==> config.mk <==
export PLATFORM = sky130hd
export DESIGN_NAME = cram_wr_arb_flat
export DESIGN_NICKNAME = d
export VERILOG_FILES = /design/src/rtl/cram_pkg.sv /design/src/rtl/cram_wr_arb_if.sv /design/src/rtl/cram_clr_fsm.sv /design/src/rtl/cram_wr_arb.sv /design/src/flat_wrapper.sv
export SDC_FILE = /design/constraint.sdc
export NUM_CORES = 1
export LEC_CHECK = 0
export BUFFER_PORTS_ARGS = -buffer_cell sky130_fd_sc_hd__buf_2
export CAP_MARGIN = 20
export CELL_PAD_IN_SITES_DETAIL_PLACEMENT = 1
export CELL_PAD_IN_SITES_GLOBAL_PLACEMENT = 1
export CORE_MARGIN = 5
export CORE_UTILIZATION = 35
export DETAILED_ROUTE_END_ITERATION = 16
export GPL_TIMING_DRIVEN = 0
export MAX_ROUTING_LAYER = met4
export PLACE_DENSITY = 0.72
export REMOVE_ABC_BUFFERS = 1
export SYNTH_ARGS = -nofsm -noshare
export SYNTH_HDL_FRONTEND = slang
export SYNTH_SLANG_ARGS = --single-unit
==> constraint.sdc <==
create_clock -name i_clk -period 2.2 [get_ports i_clk]
set_clock_uncertainty 0.2 [all_clocks]
set_input_delay 0 -clock i_clk [delete_from_list [all_inputs] [get_ports i_clk]]
set_output_delay 0 -clock i_clk [all_outputs]
set_load 0.01 [all_outputs]
==> src/rtl/cram_pkg.sv <==
// Shared widths, grant encoding and clear-sequencer states for the CRAM write-port arbiter.
package cram_pkg;
  localparam int CRAM_AW = 8;
  localparam int CRAM_DW = 15;

  typedef enum logic [1:0] {
    GNT_NONE = 2'd0,
    GNT_CPU  = 2'd1,
    GNT_DMA  = 2'd2,
    GNT_CLR  = 2'd3
  } gnt_e;

  typedef enum logic {
    CLR_IDLE = 1'b0,
    CLR_RUN  = 1'b1
  } clr_state_e;
endpackage

==> src/rtl/cram_wr_arb_if.sv <==
// Requester and CRAM write-port signals of the arbiter; master drives requests, slave is the arbiter.
interface cram_wr_arb_if import cram_pkg::*; #(
  parameter int AW = CRAM_AW,
  parameter int DW = CRAM_DW
) ();
  logic          cpu_we;
  logic [AW-1:0] cpu_addr;
  logic [DW-1:0] cpu_data;
  logic          cpu_busy;
  logic          dma_start;
  logic [AW-1:0] dma_base;
  logic          dma_valid;
  logic [DW-1:0] dma_data;
  logic          dma_ready;
  logic          clr_start;
  logic [AW-1:0] clr_first;
  logic [AW-1:0] clr_last;
  logic [DW-1:0] clr_color;
  logic          clr_busy;
  logic [3:0]    drop_cnt;
  logic          cram_we;
  logic [AW-1:0] cram_addr;
  logic [DW-1:0] cram_data;

  modport master (
    output cpu_we, cpu_addr, cpu_data, dma_start, dma_base, dma_valid, dma_data,
           clr_start, clr_first, clr_last, clr_color,
    input  cpu_busy, dma_ready, clr_busy, drop_cnt, cram_we, cram_addr, cram_data
  );

  modport slave (
    input  cpu_we, cpu_addr, cpu_data, dma_start, dma_base, dma_valid, dma_data,
           clr_start, clr_first, clr_last, clr_color,
    output cpu_busy, dma_ready, clr_busy, drop_cnt, cram_we, cram_addr, cram_data
  );
endinterface

==> src/rtl/cram_clr_fsm.sv <==
// Clear-range sequencer: walks ptr from first to last (wrapping through the top of CRAM) one grant at a time.
module cram_clr_fsm import cram_pkg::*; #(
  parameter int AW = CRAM_AW,
  parameter int DW = CRAM_DW
) (
  input  logic          i_clk,
  input  logic          i_rst,
  input  logic          i_start,
  input  logic [AW-1:0] i_first,
  input  logic [AW-1:0] i_last,
  input  logic [DW-1:0] i_color,
  input  logic          i_gnt,
  output logic          o_busy,
  output logic [AW-1:0] o_ptr,
  output logic [DW-1:0] o_color
);
  clr_state_e    r_state;
  clr_state_e    w_state_nxt;
  logic [AW-1:0] r_ptr;
  logic [AW-1:0] r_last;
  logic [DW-1:0] r_color;
  logic          w_done;

  assign w_done  = i_gnt && (r_ptr == r_last);
  assign o_busy  = (r_state == CLR_RUN);
  assign o_ptr   = r_ptr;
  assign o_color = r_color;

  // NOTE: registers use <= so every flop samples the values from before the edge.
  always_ff @(posedge i_clk) begin
    if (i_rst) r_state <= CLR_IDLE;
    else       r_state <= w_state_nxt;
  end

  // NOTE: default first, so no path through the case leaves the output unassigned (no latch).
  always_comb begin
    w_state_nxt = r_state;
    case (r_state)
      CLR_IDLE: if (i_start) w_state_nxt = CLR_RUN;
      CLR_RUN:  if (w_done)  w_state_nxt = CLR_IDLE;
      default:  w_state_nxt = CLR_IDLE;
    endcase
  end

  // A start while running is ignored; the pointer wraps naturally in AW bits.
  always_ff @(posedge i_clk) begin
    if (i_rst) begin
      r_ptr   <= '0;
      r_last  <= '0;
      r_color <= '0;
    end else if (r_state == CLR_IDLE) begin
      if (i_start) begin
        r_ptr   <= i_first;
        r_last  <= i_last;
        r_color <= i_color;
      end
    end else if (i_gnt && !w_done) begin
      r_ptr <= r_ptr + 1'b1;
    end
  end
endmodule

==> src/rtl/cram_wr_arb.sv <==
// CRAM write-port arbiter: CPU holding register, DMA stream, clear engine; one registered write per clock.
module cram_wr_arb import cram_pkg::*; #(
  parameter int AW         = CRAM_AW,
  parameter int DW         = CRAM_DW,
  parameter int CPU_STREAK = 2
) (
  input logic          i_clk,
  input logic          i_rst,
  cram_wr_arb_if.slave bus
);
  localparam int SW = $clog2(CPU_STREAK + 2);

  logic          r_cpu_full;
  logic [AW-1:0] r_cpu_addr;
  logic [DW-1:0] r_cpu_data;
  logic [AW-1:0] r_dma_addr;
  logic [SW-1:0] r_streak;
  logic [3:0]    r_drop_cnt;
  logic          r_cram_we;
  logic [AW-1:0] r_cram_addr;
  logic [DW-1:0] r_cram_data;
  logic          w_clr_busy;
  logic [AW-1:0] w_clr_ptr;
  logic [DW-1:0] w_clr_color;
  logic          w_cpu_mask;
  gnt_e          w_gnt;

  cram_clr_fsm #(.AW(AW), .DW(DW)) u_clr (
    .i_clk   (i_clk),
    .i_rst   (i_rst),
    .i_start (bus.clr_start),
    .i_first (bus.clr_first),
    .i_last  (bus.clr_last),
    .i_color (bus.clr_color),
    .i_gnt   (w_gnt == GNT_CLR),
    .o_busy  (w_clr_busy),
    .o_ptr   (w_clr_ptr),
    .o_color (w_clr_color)
  );

  // Streak saturates at CPU_STREAK, so a long CPU-only run still yields one slot once others arrive.
  always_comb begin
    w_cpu_mask = (r_streak == SW'(CPU_STREAK)) && (bus.dma_valid || w_clr_busy);
    w_gnt      = GNT_NONE;
    if (!i_rst) begin
      if (r_cpu_full && !w_cpu_mask) w_gnt = GNT_CPU;
      else if (bus.dma_valid)        w_gnt = GNT_DMA;
      else if (w_clr_busy)           w_gnt = GNT_CLR;
    end
  end

  assign bus.dma_ready = (w_gnt == GNT_DMA);
  assign bus.cpu_busy  = r_cpu_full;
  assign bus.clr_busy  = w_clr_busy;
  assign bus.drop_cnt  = r_drop_cnt;
  assign bus.cram_we   = r_cram_we;
  assign bus.cram_addr = r_cram_addr;
  assign bus.cram_data = r_cram_data;

  always_ff @(posedge i_clk) begin
    if (i_rst) begin
      r_cpu_full  <= 1'b0;
      r_cpu_addr  <= '0;
      r_cpu_data  <= '0;
      r_dma_addr  <= '0;
      r_streak    <= '0;
      r_drop_cnt  <= '0;
      r_cram_we   <= 1'b0;
      r_cram_addr <= '0;
      r_cram_data <= '0;
    end else begin
      // The holding register frees on its grant, so a strobe in that same cycle refills it.
      if (w_gnt == GNT_CPU || !r_cpu_full) begin
        r_cpu_full <= bus.cpu_we;
        if (bus.cpu_we) begin
          r_cpu_addr <= bus.cpu_addr;
          r_cpu_data <= bus.cpu_data;
        end
      end else if (bus.cpu_we && r_drop_cnt != 4'hF) begin
        r_drop_cnt <= r_drop_cnt + 1'b1;
      end

      if (bus.dma_start)         r_dma_addr <= bus.dma_base;
      else if (w_gnt == GNT_DMA) r_dma_addr <= r_dma_addr + 1'b1;

      if (w_gnt == GNT_CPU) begin
        if (r_streak != SW'(CPU_STREAK)) r_streak <= r_streak + 1'b1;
      end else begin
        r_streak <= '0;
      end

      r_cram_we <= (w_gnt != GNT_NONE);
      case (w_gnt)
        GNT_CPU: begin r_cram_addr <= r_cpu_addr; r_cram_data <= r_cpu_data;    end
        GNT_DMA: begin r_cram_addr <= r_dma_addr; r_cram_data <= bus.dma_data;  end
        GNT_CLR: begin r_cram_addr <= w_clr_ptr;  r_cram_data <= w_clr_color;   end
        default: begin r_cram_addr <= '0;         r_cram_data <= '0;            end
      endcase
    end
  end
endmodule
==> src/flat_wrapper.sv <==
// flat-port wrapper written by rule: the top's interface ports become plain ports
module cram_wr_arb_flat import cram_pkg::*;
#(
  parameter int AW         = CRAM_AW,
  parameter int DW         = CRAM_DW,
  parameter int CPU_STREAK = 2
)
  (i_clk, i_rst, bus_cpu_we, bus_cpu_addr, bus_cpu_data, bus_dma_start, bus_dma_base, bus_dma_valid, bus_dma_data, bus_clr_start, bus_clr_first, bus_clr_last, bus_clr_color, bus_cpu_busy, bus_dma_ready, bus_clr_busy, bus_drop_cnt, bus_cram_we, bus_cram_addr, bus_cram_data);
  cram_wr_arb_if #(.AW(AW), .DW(DW)) bus_i ();
  input logic i_clk;
  input logic i_rst;
  input wire logic [$bits(bus_i.cpu_we)-1:0] bus_cpu_we;
  input wire logic [$bits(bus_i.cpu_addr)-1:0] bus_cpu_addr;
  input wire logic [$bits(bus_i.cpu_data)-1:0] bus_cpu_data;
  input wire logic [$bits(bus_i.dma_start)-1:0] bus_dma_start;
  input wire logic [$bits(bus_i.dma_base)-1:0] bus_dma_base;
  input wire logic [$bits(bus_i.dma_valid)-1:0] bus_dma_valid;
  input wire logic [$bits(bus_i.dma_data)-1:0] bus_dma_data;
  input wire logic [$bits(bus_i.clr_start)-1:0] bus_clr_start;
  input wire logic [$bits(bus_i.clr_first)-1:0] bus_clr_first;
  input wire logic [$bits(bus_i.clr_last)-1:0] bus_clr_last;
  input wire logic [$bits(bus_i.clr_color)-1:0] bus_clr_color;
  output wire logic [$bits(bus_i.cpu_busy)-1:0] bus_cpu_busy;
  output wire logic [$bits(bus_i.dma_ready)-1:0] bus_dma_ready;
  output wire logic [$bits(bus_i.clr_busy)-1:0] bus_clr_busy;
  output wire logic [$bits(bus_i.drop_cnt)-1:0] bus_drop_cnt;
  output wire logic [$bits(bus_i.cram_we)-1:0] bus_cram_we;
  output wire logic [$bits(bus_i.cram_addr)-1:0] bus_cram_addr;
  output wire logic [$bits(bus_i.cram_data)-1:0] bus_cram_data;
  assign bus_i.cpu_we = bus_cpu_we;
  assign bus_i.cpu_addr = bus_cpu_addr;
  assign bus_i.cpu_data = bus_cpu_data;
  assign bus_i.dma_start = bus_dma_start;
  assign bus_i.dma_base = bus_dma_base;
  assign bus_i.dma_valid = bus_dma_valid;
  assign bus_i.dma_data = bus_dma_data;
  assign bus_i.clr_start = bus_clr_start;
  assign bus_i.clr_first = bus_clr_first;
  assign bus_i.clr_last = bus_clr_last;
  assign bus_i.clr_color = bus_clr_color;
  assign bus_cpu_busy = bus_i.cpu_busy;
  assign bus_dma_ready = bus_i.dma_ready;
  assign bus_clr_busy = bus_i.clr_busy;
  assign bus_drop_cnt = bus_i.drop_cnt;
  assign bus_cram_we = bus_i.cram_we;
  assign bus_cram_addr = bus_i.cram_addr;
  assign bus_cram_data = bus_i.cram_data;
  cram_wr_arb #(.AW(AW), .DW(DW), .CPU_STREAK(CPU_STREAK)) u_core (.i_clk(i_clk), .i_rst(i_rst), .bus(bus_i));
endmodule
# Word-level counts from Yosys, hierarchy flattened
# Cells that the tools add are included.
# totals
latch_bits	0
elab_cells	60
ram_bits	0
regBits	94
in_bits	83
memories	0
rom_bits	0
output_inout_bits	31
# op_classes
n_mul	0
eq_ne	8
mux	14
n_shift	0
addsub	4
div_mod_pow	0
n_reduce_logical	18
n_lt_le_gt_ge	0
bitwise_logic	3
# op_table
operator	count
$pmux W15 S3	1
$mux W8	5
$pmux W8 S3	1
$add A8 B1 Y8 const B	2
$eq A8 B8 Y1	1
$mux W2	4
$reduce_and A2 Y1	4
$eq A2 B2 Y1 const B	3
$reduce_bool A2 Y1	3
$logic_and A1 B1 Y1	5
$add A4 B1 Y4 const B	1
$ne A4 B4 Y1 const B	1
$logic_not A1 Y1	3
$not A1 Y1	3
$add A2 B1 Y2 const B	1
$eq A2 B1 Y1 const B	1
$logic_or A1 B1 Y1	2
$mux W1	2
$ne A2 B1 Y1 const B	1
$ne A2 B2 Y1 const B	1
$pmux W1 S2	1
$reduce_or A2 Y1	1

# Depth between registers and ports, before layout
# Gate-level depths: netlist (run 1).
# logic_depth
word_depth	12
mapped_depth	8
ltp_nobuf	7

# Modules after synthesis
# A second synthesis (run 1) with hierarchy kept.
# unflattened
cells_unflattened	460
hier_area_um2	4061.4
# modules_own_cells
module	instances	cells_each	area_each_um2	seq_area_each_um2
cram_wr_arb	1	280	2641.3	1241.2
cram_clr_fsm	1	180	1420.1	640.6

# Least setup slack after synthesis (run 1)
# No wires, ideal clock.
# synth_timing
path_kind	register to register
startpoint	register u_core.r_streak[0]
endpoint	register u_core.r_cpu_data[5]
period_less_slack_ns	1.911
stages_incl_launch_ff	9
t_arrival_ns	1.640
path_slack_ns	0.289
cell_sequence	dfxtp_1 > inv_1 > ha_1 > o21a_1 > or3_4 > a21boi_4 > buf_6 > nand2_1 > a21oi_1
# synth_via
elab_chain_cells	9
# synth_rtl
item	line_no	rtl
start, declared	cram_wr_arb.sv:17	logic [SW-1:0] r_streak;
start signal, assigned	cram_wr_arb.sv:87	if (r_streak != SW'(CPU_STREAK)) r_streak <= r_streak + 1'b1;
$eq A2 B2 Y1	cram_wr_arb.sv:43	w_cpu_mask = (r_streak == SW'(CPU_STREAK)) && (bus.dma_valid || w_clr_busy);
$logic_and A1 B1 Y1	cram_wr_arb.sv:43	
$logic_not A1 Y1	cram_wr_arb.sv:46	if (r_cpu_full && !w_cpu_mask) w_gnt = GNT_CPU;
$logic_and A1 B1 Y1	cram_wr_arb.sv:46	
$mux W2	cram_wr_arb.sv:46	
$mux W2	cram_wr_arb.sv:45	if (!i_rst) begin
$eq A2 B1 Y1	cram_wr_arb.sv:73	if (w_gnt == GNT_CPU || !r_cpu_full) begin
$logic_or A1 B1 Y1	cram_wr_arb.sv:73	
$reduce_and A2 Y1 (no source line)	n/a	
end signal, assigned	cram_wr_arb.sv:77	r_cpu_data <= bus.cpu_data;
end, declared	cram_wr_arb.sv:15	logic [DW-1:0] r_cpu_data;
# No other way between the ends.
# A chain may end at the register's enable or synchronous reset.

# Worst setup path after layout (run 1)
# layout_timing
startpoint	register u_core.r_streak[0]
endpoint	register u_core.r_dma_addr[7]
# layout_via
elab_chain_cells	8
# layout_rtl
item	line_no	rtl
$eq A2 B2 Y1	cram_wr_arb.sv:43	
$logic_and A1 B1 Y1	cram_wr_arb.sv:43	
$logic_not A1 Y1	cram_wr_arb.sv:46	
$logic_and A1 B1 Y1	cram_wr_arb.sv:46	
$mux W2	cram_wr_arb.sv:46	
$mux W2	cram_wr_arb.sv:45	
$eq A2 B2 Y1	cram_wr_arb.sv:84	else if (w_gnt == GNT_DMA) r_dma_addr <= r_dma_addr + 1'b1;
$reduce_bool A2 Y1 (no source line)	n/a	
end signal, assigned	cram_wr_arb.sv:83	if (bus.dma_start) r_dma_addr <= bus.dma_base;
end signal, assigned	cram_wr_arb.sv:84	
end, declared	cram_wr_arb.sv:16	logic [AW-1:0] r_dma_addr;
# No other way between the ends.

==> results_dict.tcl, run 1 <==
set metrics [dict create \
    status "finished, final reports clean" \
    gp_congestion 0.813 \
    ys_seq_elements 94 \
    fmax_mhz 471 \
    finalHoldViolations 0 \
    power.density_nw_per_um2 704 \
    dp_slack_ps -529 \
    worstHoldStart "i_rst" \
    firstDrtPassIters 5 \
    r2r_cells 8 \
    ys_seq_area_share_pct 47.8 \
    synthXorXnorAreaFrac_pct 3.78 \
    clock_latency_ps 340 \
    io_pins 114 \
    ant_nets 0 \
    crit_path_start_kind "register" \
    arrival_ps 2160 \
    nFillCells 1288 \
    vias 4092 \
    start_util_pct 36.0 \
    nets 757 \
    cts_buffers 9 \
    period_share_pct 96.4 \
    synth_cell_types 50 \
    viasPerCell 5.02 \
    grt_pass1_wl_mm 23.1 \
    antenna_found_initial 0 \
    grt_pass1_vias 4472 \
    n_antenna_cell 0 \
    rows 38 \
    grt_max_degree 43 \
    ys_warn_count 0 \
    ff2ff_setup_slack_ps 80 \
    cts.clk_slew.worst_paths_ps 60 \
    synth_edf_count 0 \
    period_minus_slack_ps 2120 \
    worstSetupPathType "reg -> reg" \
    syn_inst 471 \
    hold_depth 2 \
    track_usage_pct 23.1 \
    drc 0 \
    multi_input_area_um2 1930 \
    cts.sinks 94 \
    cts_tree "built" \
    hold_end "u_core.bus.drop_cnt[1]" \
    timing.final.ws_setup_ps 78.5 \
    r2r-end "u_core.r_dma_addr[7]" \
    synth-compound-area-share_pct 20.0 \
    die_w_um 116 \
    cp_max_fo 6 \
    die_area_um2 13500 \
    worst_path_max_delay_cell "or3_4" \
    muxShareOfSynthArea_pct 2.10 \
    crit_path_max_incr_delay_ps 380 \
    drive_gt1_share_pct 24.6 \
    synthSimpleGateAreaFrac_pct 20.0 \
    slew_violations 0 \
    synthFlopType "dfxtp_1" \
    area_growth_pct 52.7 \
    cts-root-buf "clkbuf_16" \
    setup_violations 0 \
    wirelength_mm 14.8 \
    grt-ovfl-total 0 \
    drt-initial-drc-count 176 \
    critPathTopFamily "simple AND/OR/NAND/NOR gates" \
    endpoint_kind "register" \
    wl_per_cell_um 18.2 \
    synth_top_family_by_area "compound AO/OA/AOI/OAI gates" \
    rr_startpoint "u_core.r_streak[0]" \
    syn_area_per_cell_um2 8.35 \
    crit_buf_inv 2 \
    worst_ep_required_time_ps 2240 \
    synthesis.area_um2 3940 \
    slew_headroom_pct 43.6 \
    hold_path_class "in -> reg" \
    drv_cap 0 \
    vdd_drop_max_v 0.000369 \
    die_h_um 116 \
    tightest_slew_ps 842 \
    synthAdderAreaFrac_pct 1.27 \
    p_total_mw 4.23 \
    ys_async_sr_fraction_pct 0 \
    h-tree-depth 3 \
    p_leak_nw 2.59 \
    numPortBuffers 113 \
    dp_hpwl_mm 8.75 \
    worstPathCellList "inv_1 > ha_4 > nor2b_4 > nor3b_4 > buf_8 > nand4_1 > or3_4 > a311oi_2" \
    seq_area_um2 1890 \
    clockBufferDepth 2 \
    core-area_um2 10900 \
]
-- metrics by stage --
stage	hold WS (ps)	utilization [%]	setup TNS [ps]	instance area [um^2]	instances
finish	27.4	55.0	0	6010	815
detailed placement	-10.3	42.7	-12620	4670	702
global placement	-16.0	41.3	-89820	4520	692
global route	52.4	55.0	-0.144	6010	815
floorplan	-131	-	-10460	3780	439
CTS	4.34	54.4	-129	5950	811
-- what timing repair did --
action                                  4_1_cts  5_1_grt
setup buffers                                 5        4
pin swaps                                     3        3
endpoints found under the setup margin       63        5
cloned                                        1        0
hold buffers                                 87        0
endpoints found under the hold margin        82        0
resized for setup                             6        6
-- state kept, by name, summed over array words and instances (netlist names), 4 cells and up --
name and flops:
u_core.u_clr.r_last 8, u_core.r_cpu_data 15, u_core.u_clr.o_color 15, u_core.r_dma_addr 8, u_core.r_cpu_addr 8, u_core.bus.drop_cnt 4, u_core.bus.cram_data 15, u_core.u_clr.o_ptr 8
u_core.bus.cram_addr 8
-- per-layer routing --
layer,up-vias,share of wire [%],GRT usage [%]
met2,101,53,40.8
met4,0,2.5,10.4
met1,1947,40,26.0
met3,25,4.5,2.92
met5,-,0,-
li1,2019,-,-
-- worst register-to-register path, cell delays in order, from the launching register on --
cell and delay (ps):
dfxtp_1 320, inv_1 90, ha_4 180, nor2b_4 70, nor3b_4 230, buf_8 150
nand4_1 160, or3_4 380, a311oi_2 240
-- report_power, final --
group / internal, mW / switching (mW)
combinational: 0.339 / 0.332
sequential: 1.80 / 0.0843
clock: 1.02 / 0.649
total: 3.16 / 1.07
-- worst max-delay path by stage --
| stage | start | endpoint | slack, ps | cells past startpoint |
|---|---|---|---|---|
| 4_1_cts | u_core.r_streak[0] | u_core.r_dma_addr[7] | -130 | 8 |
| 6_report | u_core.r_streak[0] | u_core.r_dma_addr[7] | 80 | 8 |
| 3_3_place_gp | i_rst | u_core.r_cpu_addr[4] | -1820 | 5 |
| 2_1_floorplan | u_core.r_streak[0] | u_core.u_clr.o_ptr[4] | -380 | 7 |
| 3_5_place_dp | u_core.r_streak[0] | u_core.r_dma_addr[7] | -530 | 8 |
| 5_1_grt | u_core.r_streak[0] | u_core.r_dma_addr[7] | -0.1 | 8 |
-- synthesized netlist by cell type, types with 2 or more instances --
master	number	area, um^2
a311oi_1	2	17.5
nand3_1	6	30.0
a222oi_1	2	20.0
and3_1	3	18.8
o2111ai_1	2	17.5
clkbuf_1	16	60.1
o21a_1	6	45.0
a31oi_1	4	25.0
a211oi_1	2	15.0
o21ai_0	4	20.0
inv_1	11	41.3
a22oi_1	23	173
o21ai_1	2	10.0
nand4_1	8	50.1
ha_1	4	50.1
a21oi_1	67	335
xor2_1	3	26.3
buf_6	3	33.8
nand2_1	129	484
dfxtp_1	94	1880
or3_1	3	18.8
mux2i_1	6	60.1
xnor2_1	14	123
buf_2	7	35.0
nor2_1	21	78.8
buf_1	4	15.0
nor2b_1	2	12.5
-- placed cells by master (no fill, tap or decap), types with 3 or more instances in the layout --
cell type	netlist	layout
nand4_1	8	8
a22oi_1	23	23
a31oi_1	4	4
buf_2	7	113
dfxtp_1	94	91
a21oi_1	67	67
inv_1	11	11
o21ai_0	4	3
clkbuf_16	0	9
nand2_1	129	129
buf_4	1	9
buf_8	0	5
xnor2_1	14	14
nor2_1	21	21
buf_12	0	3
xor2_1	3	3
and3_1	3	3
o21a_1	6	6
mux2i_1	6	6
nand3_1	6	6
dlygate4sd3_1	0	87
-- cell type report --
| cell class | count | share of cell area, % |
|---|---|---|
| Multi-Input combinational cell | 335 | 32.1 |
| Sequential cell | 94 | 31.4 |
| Timing Repair Buffer | 219 | 27.6 |
| Clock buffer | 12 | 4.10 |
| Tap cell | 140 | 2.91 |
| Clock inverter | 4 | 1.17 |
| Inverter | 11 | 0.687 |
-- kinds of logic (layout without fill, tap and decap cells) --
logic type / after synthesis / after routing
and+or+nand+nor: 180 / 180
buffers and inverters: 43 / 246
DFF: 94 / 94
muxes: 8 / 8
adders and majority gates: 4 / 4
AOI/OAI and AO/OA: 125 / 126
xor gates and xnor gates: 17 / 17
(Power assumes the default switching activity.)
==> run 2: changes to the inputs <==
--- a/config.mk
+++ b/config.mk
@@ -5,6 +5,7 @@
 export SDC_FILE = /design/constraint.sdc
 export NUM_CORES = 1
 export LEC_CHECK = 0
+export ABC_CLOCK_PERIOD_IN_PS = 2200
 export BUFFER_PORTS_ARGS = -buffer_cell sky130_fd_sc_hd__buf_2
 export CAP_MARGIN = 20
 export CELL_PAD_IN_SITES_DETAIL_PLACEMENT = 1
@@ -14,8 +15,9 @@
 export DETAILED_ROUTE_END_ITERATION = 16
 export GPL_TIMING_DRIVEN = 0
 export MAX_ROUTING_LAYER = met4
-export PLACE_DENSITY = 0.72
+export PLACE_DENSITY = 0.71
 export REMOVE_ABC_BUFFERS = 1
 export SYNTH_ARGS = -nofsm -noshare
 export SYNTH_HDL_FRONTEND = slang
+export SYNTH_HIERARCHICAL = 1
 export SYNTH_SLANG_ARGS = --single-unit
==> results_dict.tcl, run 2 <==
set metrics [dict create \
    slew_violations 0 \
    die_w_um 118 \
    drive_gt1_share_pct 25.7 \
    dp_hpwl_mm 8.54 \
    p_leak_nw 2.50 \
    ff2ff_setup_slack_ps 70 \
    power.density_nw_per_um2 705 \
    h-tree-depth 3 \
    numPortBuffers 113 \
    ys_async_sr_fraction_pct 0 \
    period_share_pct 96.9 \
    nets 729 \
    ys_seq_area_share_pct 46.3 \
    cts.sinks 94 \
    wl_per_cell_um 19.8 \
    dp_slack_ps -1600 \
    tightest_slew_ps 936 \
    endpoint_kind "register" \
    grt_setup_unrepaired "no" \
    crit_path_max_incr_delay_ps 570 \
    synthesis.area_um2 4060 \
    nFillCells 1342 \
    drv_cap 0 \
    worst_path_max_delay_cell "dlygate4sd3_1" \
    yosys.cell_count.top_type "dfxtp_1" \
    synth-compound-area-share_pct 24.1 \
    syn_inst 460 \
    muxShareOfSynthArea_pct 0.739 \
    die_h_um 118 \
    cts_buffers 9 \
    track_usage_pct 23.2 \
    yosys-top-cells-count "94 x dfxtp_1, 83 x nand2_1, 56 x a21oi_1, 26 x nor2_1, 22 x a222oi_1" \
    start_util_pct 35.6 \
    viasPerCell 5.46 \
    firstDrtPassIters 5 \
    core-area_um2 11400 \
    ant_nets 0 \
    period_minus_slack_ps 2130 \
    fmax_mhz 469 \
    synth_area_leaders "dfxtp_1 46%, nand2_1 7.7%, a21oi_1 6.9%, a222oi_1 5.4%, a31o_1 4.3%" \
    grt-ovfl-total 0 \
    setup_violations 0 \
    drt-initial-drc-count 300 \
    design_area_um2 5960 \
    io_pins 114 \
    slew_headroom_pct 37.4 \
    placed_cell_area_um2 4630 \
    vdd_drop_max_v 0.000548 \
    arrival_ps 2160 \
    p_total_mw 4.20 \
    grt_pass1_wl_mm 25.1 \
    wirelength_mm 15.7 \
    timing.final.ws_setup_ps 67.5 \
    cts.clk_slew.worst_paths_ps 70 \
    cts-root-buf "clkbuf_16" \
    ys_warn_count 6 \
    clockBufferDepth 2 \
    synthFlopType "dfxtp_1" \
    drc 0 \
    grt_pass1_vias 4726 \
    antenna_found_initial 2 \
    area_growth_pct 46.8 \
    synth_edf_count 0 \
    cts_tree "built" \
    hold_path_class "in -> reg" \
    synthXorXnorAreaFrac_pct 3.02 \
    vias 4326 \
    worst_ep_required_time_ps 2230 \
    most-common-layout-cells "112 x buf_2, 92 x dfxtp_1, 86 x dlygate4sd3_1, 83 x nand2_1, 56 x a21oi_1" \
    crit_path_start_kind "register" \
    crit_buf_inv 3 \
    synth_cell_types 52 \
    grt_max_degree 59 \
    finalHoldViolations 0 \
    critPathTopFamily "buffers and inverters" \
    worstPathCellList "inv_1 > ha_4 > nand2b_4 > buf_4 > nand4_1 > xor2_1 > a21oi_1 > dlygate4sd3_1" \
    clock_latency_ps 340 \
    synth_top_cell_by_area "dfxtp_1" \
    gp_congestion 0.783 \
    ys_seq_elements 94 \
    status "finished, final reports clean" \
    syn_area_per_cell_um2 8.83 \
    synthSimpleGateAreaFrac_pct 17.3 \
    setup_tns_ps 0 \
    die_area_um2 13900 \
    cp_max_fo 7 \
    rows 39 \
    worstSetupPathType "reg -> reg" \
    yosysTopAreaCellShare_pct 46.3 \
    synthAdderAreaFrac_pct 1.23 \
    final_common_cell "buf_2" \
    synth_top_family_by_area "compound AO/OA/AOI/OAI gates" \
]
-- run 2: changes by cell type after synthesis, sizes merged, moves of 4 or more --
cell and delta:
buf +11, nor2 +6, nand3 +6, a31o +23
a22oi -23, a222oi +20, nand2 -46, o21a -5
a21oi -11, xnor2 -4, inv +5
-- run 2: worst reg2reg max path: stages (launching register included) --
cell and delay [ps]:
dfxtp_2 340, inv_1 70, ha_4 180, nand2b_4 170, buf_4 170, nand4_1 100
xor2_1 150, a21oi_1 80, dlygate4sd3_1 570
-- run 2: routing by layer --
layer,global-route usage [%],share of wire [%],routed length [um],vias up
met5,-,0,0,-
met4,9.18,3.1,488,0
met3,3.99,5.0,788,36
met2,40.1,52,8080,148
met1,26.6,40,6300,2114
li1,-,-,-,2028
-- run 2: per-stage QoR --
stage	utilization, %	hold WS [ps]	instances
after floorplan	-	-131	420
after global placement	40.0	18.0	676
after detailed placement	40.6	24.5	679
after CTS	51.7	42.3	788
after global routing	52.2	72.1	792
final	52.2	58.9	792
-- run 2: area by class of cell --
| cell class | count | area, um^2 | area share, % |
|---|---|---|---|
| multi-input cells | 312 | 1970 | 33.1 |
| flip-flops and latches | 94 | 1880 | 31.6 |
| repair buffers | 209 | 1540 | 25.9 |
| clock buffers | 11 | 233 | 3.90 |
| well taps | 143 | 179 | 3.00 |
| clock inverters | 5 | 81.3 | 1.36 |
| inverters | 16 | 65.1 | 1.09 |
| diodes | 2 | 5.00 | 0.0839 |
-- run 2: path summary, 6_finish.rpt --
path,startpoint,endpoint,cells after the start
worst max-delay path,u_core/r_streak[0],u_core/r_dma_addr[4],8
worst min-delay path,i_rst,u_core/r_dma_addr[5],3
worst max register to register,u_core/r_streak[0],u_core/r_dma_addr[4],8
worst min register to register,u_core/u_clr/o_color[14],u_core/u_clr/o_color[14],2
-- run 2: kinds of logic after synthesis --
group,Yosys count
compound gates,136
xor+xnor,14
simple gates,153
flops,94
buf+inv,56
fa+ha+maj,4
mux,3
-- run 2: what timing repair did --
action                                  4_1_cts  5_1_grt
endpoints found under the hold margin        85        1
pin swaps                                     1        2
endpoints found under the setup margin       61       25
gates resized for setup                      10        8
setup buffers                                 4        2
hold buffers                                 87        1
gates cloned                                  2        0
-- run 2: power by group --
| part | leakage, nW | total, mW | internal (mW) | switching [mW] |
|---|---|---|---|---|
| sequential | 0.772 | 1.88 | 1.80 | 0.0839 |
| clock | 0.150 | 1.68 | 1.00 | 0.683 |
| combinational | 1.58 | 0.638 | 0.315 | 0.322 |
==> run 3: changes to the inputs <==
--- a/config.mk
+++ b/config.mk
@@ -11,11 +11,11 @@
 export CELL_PAD_IN_SITES_DETAIL_PLACEMENT = 1
 export CELL_PAD_IN_SITES_GLOBAL_PLACEMENT = 1
 export CORE_MARGIN = 5
-export CORE_UTILIZATION = 35
+export CORE_UTILIZATION = 38
 export DETAILED_ROUTE_END_ITERATION = 16
 export GPL_TIMING_DRIVEN = 0
 export MAX_ROUTING_LAYER = met4
-export PLACE_DENSITY = 0.71
+export PLACE_DENSITY = 0.76
 export REMOVE_ABC_BUFFERS = 1
 export SYNTH_ARGS = -nofsm -noshare
 export SYNTH_HDL_FRONTEND = slang
==> results_dict.tcl, run 3 (synthesis gave the netlist of run 2 again) <==
set metrics [dict create \
    vias 4488 \
    fmax_mhz 461 \
    vdd_drop_max_v 0.000348 \
    clockBufferDepth 2 \
    period_minus_slack_ps 2170 \
    grt_pass1_vias 4819 \
    cts.sinks 94 \
    rows 37 \
    numPortBuffers 113 \
    status "finished, final reports clean" \
    viasPerCell 5.70 \
    placed_cell_area_um2 4650 \
    h-tree-depth 3 \
    hold_path_class "in -> reg" \
    core-area_um2 10400 \
    wirelength_mm 16.3 \
    seq_area_um2 1890 \
    slew_headroom_pct 51.1 \
    firstDrtPassIters 6 \
    antenna_found_initial 1 \
    worst_ep_required_time_ps 2270 \
    drt-initial-drc-count 390 \
    grt_setup_unrepaired "yes" \
    worst_path_max_delay_cell "dfxtp_2" \
    crit_path_max_incr_delay_ps 340 \
    die_h_um 113 \
    clock_latency_ps 370 \
    grt-ovfl-total 0 \
    tightest_slew_ps 734 \
    drive_gt1_share_pct 25.8 \
    finalHoldViolations 0 \
    design_area_um2 5960 \
    period_share_pct 98.6 \
    drv_cap 0 \
    start_util_pct 39.2 \
    grt_max_degree 59 \
    final_common_cell "buf_2" \
    track_usage_pct 25.5 \
    cp_max_fo 8 \
    critPathTopFamily "compound AO/OA/AOI/OAI gates" \
    postLayoutCoreUtil_pct 57.4 \
    nets 734 \
    cts.clk_slew.worst_paths_ps 90 \
    dp_hpwl_mm 8.69 \
    setup_violations 0 \
    cts-root-buf "clkbuf_8" \
    p_leak_nw 2.49 \
    die_area_um2 12900 \
    ant_nets 0 \
    endpoint_kind "register" \
    cts_buffers 9 \
    nFillCells 1221 \
    io_pins 114 \
    worstSetupPathType "reg -> reg" \
    power.density_nw_per_um2 642 \
    crit_buf_inv 1 \
    cts_tree "built" \
    arrival_ps 2240 \
    multi_input_area_um2 2000 \
    timing.final.ws_setup_ps 30.8 \
    drc 0 \
    worstPathCellList "inv_1 > ha_4 > nand2b_4 > and4b_4 > nand2_2 > o21bai_4 > o21bai_1 > a311oi_1" \
    grt_pass1_wl_mm 25.3 \
    crit_path_start_kind "register" \
    slew_violations 0 \
    die_w_um 113 \
    dp_slack_ps -1610 \
    most-common-layout-cells "112 x buf_2, 91 x dlygate4sd3_1, 91 x dfxtp_1, 82 x nand2_1, 56 x a21oi_1" \
    area_growth_pct 46.6 \
    wl_per_cell_um 20.7 \
    p_total_mw 3.83 \
    gp_congestion 0.767 \
]
## run 3: cell types whose count changed in the layout (fill, tap and decap cells not counted), moves of 2 or more
cell           previous run  this run
buf_4                     7         5
clkbuf_16                 9         0
clkbuf_8                  0         9
dlygate4sd3_1            86        91
## run 3: layout make-up
class	count	area share, %
clock buffer	10	2.14
multi-input combinational	312	33.6
tap	136	2.86
clock inverter	5	1.39
antenna	1	0.0420
timing repair buffer	214	27.3
sequential	94	31.7
inverter	16	1.05
## run 3: where the power goes
part	total [mW]	internal (mW)	switching (mW)
sequential	1.89	1.80	0.0877
combinational	0.673	0.329	0.344
clock	1.27	0.641	0.626
## run 3: final timing paths
kind	cells after the start	startpoint	to	slack, ps
max	8	u_core/r_streak[0]	u_core/u_clr/o_ptr[7]	30
min	3	i_rst	u_core/r_dma_addr[5]	30
max reg2reg	8	u_core/r_streak[0]	u_core/u_clr/o_ptr[7]	30
min reg2reg	2	u_core/u_clr/o_color[9]	u_core/u_clr/o_color[9]	270
## run 3: routing by layer
layer	GRT usage, %	up-vias	share of wire [%]
met5	-	-	0
met4	11.2	0	3.4
met3	3.45	47	4.8
met2	45.9	199	53
met1	28.2	2211	39
li1	-	2031	-
## run 3: timing repair
item,in CTS,in global routing
pin swaps,0,2
setup endpoints to repair,61,39
buffers inserted,2,1
resized for setup,13,11
gates cloned,2,0
endpoints found under the hold margin,83,0
hold buffers,93,0
## run 3: stage by stage
step           cells  TNS, ps  hold WS, ps
6_report         788        0         30.4
3_3_place_gp     669   -70380         18.5
3_5_place_dp     674   -57830         21.7
4_1_cts          786        0         20.8
5_1_grt          788     -141         37.2
2_1_floorplan    420    -3080         -131
## run 3: worst min-delay path: stages
cell and delay, ps:
buf_4 190, a2111oi_2 220, a311o_1 160
